File: src/rtl/truth_table_pkg.sv
// Shared types and constants for the truth-table sweeper.
package truth_table_pkg;

  // Sweep controller states.
  typedef enum logic [1:0] {
    IDLE = 2'd0,
    RUN  = 2'd1,
    DONE = 2'd2
  } state_t;

  // Largest supported number of DUT inputs (64-entry truth table).
  localparam int MAX_N_IN = 6;

  // Width of the per-vector settle counter (SETTLE up to 15).
  localparam int CNT_W = 4;

endpackage

File: src/rtl/settle_timer.sv
// Per-vector settle counter: counts up to SETTLE, then flags expiry.
module settle_timer
  import truth_table_pkg::*;
#(
  parameter int SETTLE = 2
) (
  input  logic clk,
  input  logic rst,
  input  logic i_clear,
  input  logic i_inc,
  output logic o_expire
);

  logic [CNT_W-1:0] r_cnt;

  // Counter: clear wins over increment so a new vector always starts at 0.
  always_ff @(posedge clk or posedge rst) begin
    if (rst) begin
      r_cnt <= '0;
    end else if (i_clear) begin
      r_cnt <= '0;
    end else if (i_inc) begin
      r_cnt <= r_cnt + CNT_W'(1);
    end
  end

  assign o_expire = (r_cnt == CNT_W'(SETTLE));

endmodule

File: config.mk
export PLATFORM = sky130hd
export DESIGN_NAME = settle_timer
export DESIGN_NICKNAME = d
export VERILOG_FILES = /design/src/rtl/truth_table_pkg.sv /design/src/rtl/settle_timer.sv
export SDC_FILE = /design/constraint.sdc
export NUM_CORES = 1
export LEC_CHECK = 0
export CORE_AREA = 2 2 39 41
export CTS_CLUSTER_SIZE = 30
export DETAILED_ROUTE_END_ITERATION = 16
export DIE_AREA = 0 0 41 43
export PLACE_DENSITY = 0.44
export SLEW_MARGIN = 20
export SYNTH_ARGS = -nofsm -noshare
export SYNTH_HDL_FRONTEND = slang
export SYNTH_SLANG_ARGS = --single-unit
File: constraint.sdc
create_clock -name clk -period 1.5 [get_ports clk]
set_clock_uncertainty 0.1 [all_clocks]
set_input_delay 0.225 -clock clk [delete_from_list [all_inputs] [get_ports clk]]
set_output_delay 0.225 -clock clk [all_outputs]
set_load 0.01 [all_outputs]
==> results of run 1 <==
cell families (layout without fill, tap and decap cells):
| family | after synthesis | after routing | synth area share (%) |
|---|---|---|---|
| compound gates | 3 | 3 | 10.34 |
| xor+xnor | 1 | 1 | 4.024 |
| fa+ha+maj | 2 | 2 | 11.49 |
| buf+inv | 2 | 12 | 3.450 |
| flops | 4 | 4 | 45.98 |
| mux | 1 | 1 | 6.895 |
| simple gates | 7 | 7 | 17.82 |
through the flow:
step / setup TNS (ns) / setup WS, ns / utilization (%) / power, mW
floorplan: 0 / 0.2847 / - / 0.1396
finish: 0 / 0.1157 / 23.33 / 0.2936
global placement: -0.09545 / -0.09545 / 21.70 / 0.1689
global route: 0 / 0.06576 / 23.33 / 0.3065
CTS: 0 / 0.09492 / 23.33 / 0.3017
detailed placement: -0.1149 / -0.1149 / 21.70 / 0.1694
layout make-up:
type | instances | area (sq um)
clock buffers | 3 | 22.52
flip-flops and latches | 4 | 100.1
multi-input cells | 14 | 115.1
fillers | 155 | 1061
well taps | 16 | 20.02
repair buffers | 7 | 57.56
inverters | 2 | 7.507
repair_timing:
action	4_1_cts	5_1_grt
endpoints found under the setup margin	1	0
buffers inserted	0	0
resized for setup	5	0
cells in the final DEF, fill, tap and decap left out:
cell type	instances
dfrtp_1	4
clkbuf_4	3
nand3b_1	1
mux2_4	1
nor2b_1	1
a211oi_1	1
clkdlybuf4s50_1	3
a21oi_1	1
inv_1	2
nor3b_2	1
buf_2	1
ha_1	2
nand4_1	1
a21bo_2	1
nor2_1	3
xnor2_1	1
buf_4	3
worst max-delay path, stage by stage, from the launching register on:
cell,delay (ns)
dfrtp_1,0.34
inv_1,0.05
ha_1,0.17
nor3b_2,0.14
buf_2,0.13
power by group through the flow:
stage / registers [mW] / logic [mW] / clock network [mW]
detailed placement: 0.119 / 0.0503 / 0
global placement: 0.119 / 0.0500 / 0
global route: 0.119 / 0.0546 / 0.133
floorplan: 0.121 / 0.0188 / 0
finish: 0.118 / 0.0476 / 0.128
CTS: 0.118 / 0.0488 / 0.135
worst max-delay path by stage:
stage,startpoint,to,slack [ns],depth (start not counted)
3_3_place_gp,r_cnt[0],o_expire,-0.1,4
2_1_floorplan,r_cnt[0],o_expire,0.28,3
5_1_grt,r_cnt[0],o_expire,0.07,4
4_1_cts,r_cnt[0],o_expire,0.09,4
3_5_place_dp,r_cnt[0],o_expire,-0.11,4
6_report,r_cnt[0],o_expire,0.12,4
per-layer routing:
layer / up-vias / GRT usage (%) / part of all wire, %
met5: - / 0 / 0
met4: 0 / 8.000 / 0
met3: 0 / 3.141 / 3.6
met2: 2 / 10.94 / 62
met1: 90 / 4.590 / 34
li1: 88 / - / -
==> reports/summary.txt, run 1 <==
Status: finished clean
Layout net count: 38
Fraction of registers with async set/reset: 100.0%
Sw Pwr: 0.06284 mW
Post-route cell area: 322.8 sq um
VDD IR-drop max: 201.8 uV
Final cell count without fillers: 46
GRT Total Usage: 6.768%
Initial DRC count: 3
Synth area leader: dfrtp_1
Synth-to-layout area growth: 48.28%
Syn avg cell area: 10.89 sq um
Crit. End Element: output port
Setup-failing EPs final: 0
Wire length per cell: 8.957 um
Core Box Area: 1384 sq um
Antenna diodes: 0
Clock buffer depth: 2
Reg2Reg Setup Slack: 0.26 ns
Post-synth top area share: 45.98%
# clock sinks: 4
Hold crit path type: primary input to async pin
Sequential area share after synthesis: 45.98%
Mapped cell area: 217.7 sq um
Fin Hold WS: 0.06964 ns
Root Buffer: clkbuf_4
Post-Syn Nets: 26
CTS Buf Count: 3
First-pass GRT wire length: 710 um
Pin count of the biggest net entering global routing: 6
CTS Hold Buffers Added: 0
Fmax: 722.4 MHz
Max-Cap Viols: 0
Seq pwr share: 40.2%
Final hold viol count: 0
Final wirelength: 412 um
Clock transition at path regs: 0.04 ns
Leakage: 0.1591 nW
Clock period minus worst slack: 1.384 ns
Drt first pass iters: 2
Dpl cells: 43
CTS H-tree lvls: 1
Rows: 14
R2R Path Start: r_cnt[0]
CTS tree: yes
Crit path launch type: flip-flop
Clk network pwr share: 43.6%
Remaining DRCs: 0
GRT overflow: 0
Detailed-route vias per instance: 3.913
Max Slew Vio Count: 0
RSZ-0062 raised after global routing: false
Synth cell count leaders: dfrtp_1 (4), nor2_1 (3), ha_1 (2), inv_1 (2)
Yosys warns: 0
Initial antenna violation count: 0
Via count: 180
Critical Path Fanout Max: 2
Clk Latency, worst-skew pair: 0.23 ns
Required time of the worst setup path: 1.17 ns
GPL Wtd Cong: 0.6490
Die Y: 43 um
Placed cell area: 300.3 sq um
Seq cells post-synth: 4
Antenna viol nets, final: 0
Top flop regs: r_cnt x4
Die W: 41 um
Crit path kind: flip-flop to output port
Reg2reg path depth: 4
Internal power: 0.2307 mW
Crit Reg-Reg Endpoint: r_cnt[2]
Post-synthesis cell type count: 13
Comb power frac: 16.2%
IO Pins: 5
Synth top area cells: dfrtp_1 (46%), ha_1 (11%), mux2_4 (6.9%)
Tcrit/Tclk final: 92.28%
Slew @ Worst Pin: 0.1940 ns
Synth Flop Type: dfrtp_1
Synthesized instance count: 20
Max reg flops: 4
Pwr dens: 909.4 nW/um^2
Register with the most flip-flops: r_cnt
Count of input and output buffers: 4
Sw Share: 21.41%
Slew headroom: 86.99%
Share of cells above drive strength 1: 33.33%
DIE AREA: 1763 sq um
Starting density of the core: 15.73%
Final HPWL DP: 346.2 um
Post-synth EDFFs: 0
Critical path arrival: 1.06 ns
Vias in the first global route: 205
Most numerous cell in the Yosys netlist: dfrtp_1
Power figures use the tool's default switching activity.
==> run 2, diff against run 1 <==
- SLEW_MARGIN: 20 -> 10
==> results of run 2 <==
No change in the layout: final DEF, timing and power equal those of run 1.
==> patch 1, RTL diff (settings of run 1) <==
Put a register stage on the output `o_expire`, cleared by the reset. The value now appears one clock later.
--- a/src/rtl/settle_timer.sv
+++ b/src/rtl/settle_timer.sv
@@ -24,7 +24,13 @@
     end
   end
 
-  assign o_expire = (r_cnt == CNT_W'(SETTLE));
+  always_ff @(posedge clk or posedge rst) begin
+    if (rst) begin
+      o_expire <= '0;
+    end else begin
+      o_expire <= (r_cnt == CNT_W'(SETTLE));
+    end
+  end
 
 endmodule
 
Formal check against the unedited RTL: not equivalent (Yosys sat finds a counterexample within 4 cycles, from zero or initial values and one cycle with rst high).
==> patch 1 against run 1 <==
First-iteration DRC count grew 100%; utilization grew 0.99 points; largest power group unchanged; largest cell class is now flip-flops and latches; sequential cell count grew 1; power grew 21%; worst setup slack lost 34 ps; sequential power grew 28%; count of clock-buffer cells in the layout grew 1; design area grew 4.3%; global-route usage shrank 0.094 points; routed wire length grew 8.3%; area after synthesis grew 11%.
==> patch 1: results (changes against run 1) <==
clock_network:
  cts_resized: 0  # was 5
  cts.sinks: 5  # was 4
run_status:
  status: "finished clean"  # unchanged
synthesis:
  synth_compound_area_share_pct: 9.28  # was 10.3%
  syn_nets: 27  # was 26
  syn_inst: 21  # was 20
  synthAdderAreaFrac_pct: 10.3  # was 11.5%
  seq_area_frac_synth_pct: 51.5  # was 46.0%
place:
  dp_slack_ps: 139  # was -115 ps
  dp_cells: 42  # was 43
  dpl-instance-area_um2: 310  # was 300 um2
  dpl.hpwl_um: 328  # was 346 um
routing:
  drtIter0Drc: 6  # was 3
  via_per_inst: 4.02  # was 3.91
  met1_length_um: 199  # was 139 um
  top_layer_used: "met4"  # was met3
  wl_met3_um: 45  # was 15 um
pwr:
  p_leak_uw: 0.000157  # was 0.000159 uW
finish:
  fill_cells: 147  # was 155
  buf_share_pct: 14.1  # was 17.8%
  reg.largest.list: "r_cnt (4), o_expire (1)"  # was r_cnt (4)
  seq-cell-share_pct: 37.2  # was 31.0%
  buffers: 5  # was 7
  n_clock_buffer: 4  # was 3
worst_setup_path:
  critical_path.top_delay_family: "buffers and inverters"  # was flip-flops
  cpPeakStageDelay_ps: 530  # was 340 ps
  worst_path_max_delay_cell: "clkdlybuf4s50_1"  # was dfrtp_1
global_routing:
  met2_usage_pct: 9.06  # was 10.9%
  grt_pass1_vias: 187  # was 205
timing:
  slew_headroom_pct: 85.9  # was 87.0%
patch 1: cell types whose count changed after synthesis, sizes merged:
cell,before,now
dfrtp,4,5
patch 1: final timing paths:
kind                            startpoint       end  slack (ps)  depth (start not counted)
max in group asynchronous              rst  r_cnt[2]        1030                          2
worst max-delay path              o_expire  o_expire          80                          1
worst min register to register    r_cnt[3]  o_expire         370                          1
min in group clk                  r_cnt[3]  o_expire         370                          1
worst min-delay path                   rst  r_cnt[3]          80                          2
worst max register to register    r_cnt[0]  r_cnt[1]         340                          3
patch 1: kinds of logic (layout without fill, tap and decap cells):
family | Yosys count | count (layout)
simple gates | 7 | 7
buf+inv | 2 | 11
fa+ha+maj | 2 | 2
xor+xnor | 1 | 1
flops | 5 | 5
compound gates | 3 | 3
mux | 1 | 1
patch 1: report_power, final:
part	total (uW)	internal, uW	switching (uW)	leakage, uW
Combinational	39.4	22.9	16.5	0.0000753
Sequential	151	143	8.02	0.0000672
Clock	165	101	63.5	0.0000150
==> patch 2, RTL diff (flow settings as in run 1) <==
Without the edit above. `CNT_W`: 4 -> 6.
--- a/src/rtl/truth_table_pkg.sv
+++ b/src/rtl/truth_table_pkg.sv
@@ -12,7 +12,7 @@
   localparam int MAX_N_IN = 6;
 
   // Width of the per-vector settle counter (SETTLE up to 15).
-  localparam int CNT_W = 4;
+  localparam int CNT_W = 6;
 
 endpackage
 
Function: same outputs for any inputs over 10 cycles, from zero or initial values and one cycle with rst high; that may be too few to reach the edited logic, so the function may still have changed.
==> patch 2 against run 1 <==
Area after synthesis is 37% higher; combinational power grew 9.2%; power is 25% higher; routed wire length increased by 43%; hold slack improved by 38 ps; worst setup slack got worse by 84 ps; sequential cell count increased by 2; design area is 35% higher.
==> patch 2: results (changes against run 1) <==
run_status:
  status: "finished clean"  # unchanged
synthesis:
  synth_compound_area_share_pct: 5.86  # was 10.3%
  synth_cell_types: 15  # was 13
  synth.area.mux_share_pct: 0  # was 6.90%
  syn_nets: 35  # was 26
  seq_area_frac_synth_pct: 50.2  # was 46.0%
  synth_xor_area_share_pct: 11.7  # was 4.02%
  synthAdderAreaFrac_pct: 8.37  # was 11.5%
  synthTopCellsByArea: "dfrtp_1 (50%), xor2_1 (8.8%), ha_1 (8.4%)"  # was dfrtp_1 (46%), ha_1 (11%), mux2_4 (6.9%)
  async_flop_share_pct: 100  # unchanged
worst_setup_path:
  r2r-end: "r_cnt[5]"  # was r_cnt[2]
  ff2ff_setup_slack_ps: 210  # was 260 ps
  r2r_cells: 4  # unchanged
  worstPathArrival_ps: 1140  # was 1060 ps
  critical_path.top_delay_family: "simple AND/OR/NAND/NOR gates"  # was flip-flops
  timing.rr.start: "r_cnt[2]"  # was r_cnt[0]
  startpoint: "r_cnt[4]"  # was r_cnt[0]
  cpPeakStageDelay_ps: 380  # was 340 ps
global_routing:
  grtUsageTotal_pct: 9.92  # was 6.77%
  grt-ovfl-total: 0  # unchanged
  grt_max_degree: 7  # was 6
  grt_pass1_wl_mm: 1.10  # was 710 um
  grt_pass1_vias: 271  # was 205
place:
  dp_slack_ps: -148  # was -115 ps
  dpl.hpwl_um: 488  # was 346 um
  globalplace.congestion: 0.713  # was 0.649
  dpl-instance-area_um2: 412  # was 300 um2
finish:
  nets: 51  # was 38
  reg.largest.list: "r_cnt (6)"  # was r_cnt (4)
  drive_gt1_share_pct: 30.2  # was 33.3%
  diodes: 0  # unchanged
routing:
  drtIter0Drc: 1  # was 3
  totalWireLength_um: 588  # was 412 um
  via_per_inst: 4.19  # was 3.91
timing:
  tightest_slew_ps: 227  # was 194 ps
  clock.fmax_mhz: 681  # was 722 MHz
pwr:
  ir_drop_v: 0.000423  # was 0.000202 V
  p_leak_uw: 0.000212  # was 0.000159 uW
[patch 2: changes by cell type after synthesis, moves of 2 or more]
| cell | change |
|---|---|
| nor2_1 | +2 |
| dfrtp_1 | +2 |
| xor2_1 | +3 |
| nand2_1 | +2 |
[patch 2: what timing repair did]
action	CTS	global route
endpoints found under the setup margin	1	1
pin swaps	2	0
gates resized for setup	4	1
[patch 2: cells by family after synthesis]
logic type      Yosys count
fa+ha+maj                 2
xor+xnor                  4
buf+inv                   2
simple gates             12
compound gates            3
flops                     6
[patch 2: final cells by class]
cell class	instances	area, um2
sequential	6	150
tap	16	20.0
timing repair buffer	11	87.6
inverter	2	7.51
fill	146	948
clock buffer	3	22.5
multi-input combinational	21	148
[patch 2: how the worst min path moves through the flow]
stage / start / to / slack, ps / cells after the start
4_1_cts: rst / r_cnt[0] / 110 / 2
2_1_floorplan: rst / r_cnt[0] / -80 / 1
6_report: rst / r_cnt[0] / 110 / 2
3_3_place_gp: rst / r_cnt[3] / 360 / 2
5_1_grt: rst / r_cnt[5] / 140 / 2
3_5_place_dp: rst / r_cnt[0] / 360 / 2
[patch 2: through the flow]
| step | total power, uW | cells |
|---|---|---|
| global placement | 228 | 56 |
| floorplan | 196 | 29 |
| finish | 366 | 59 |
| detailed placement | 229 | 56 |
| global route | 390 | 59 |
| CTS | 374 | 59 |
[patch 2: power breakdown]
group / total, uW / internal, uW / switching (uW) / leakage [uW]
Combinational: 52.0 / 27.2 / 24.8 / 0.000116
Clock: 142 / 90.1 / 52.3 / 0.0000138
Sequential: 172 / 168 / 3.32 / 0.0000818
[patch 2: metal layers]
layer  up-vias  wire length, um  GRT usage [%]  part of all wire (%)
met5         -                0              0                     0
met4         0                0           8.00                     0
met3         0               10           3.14                   1.7
met2         3              321           14.7                    55
met1       118              256           10.9                    44
li1        126                -              -                     -
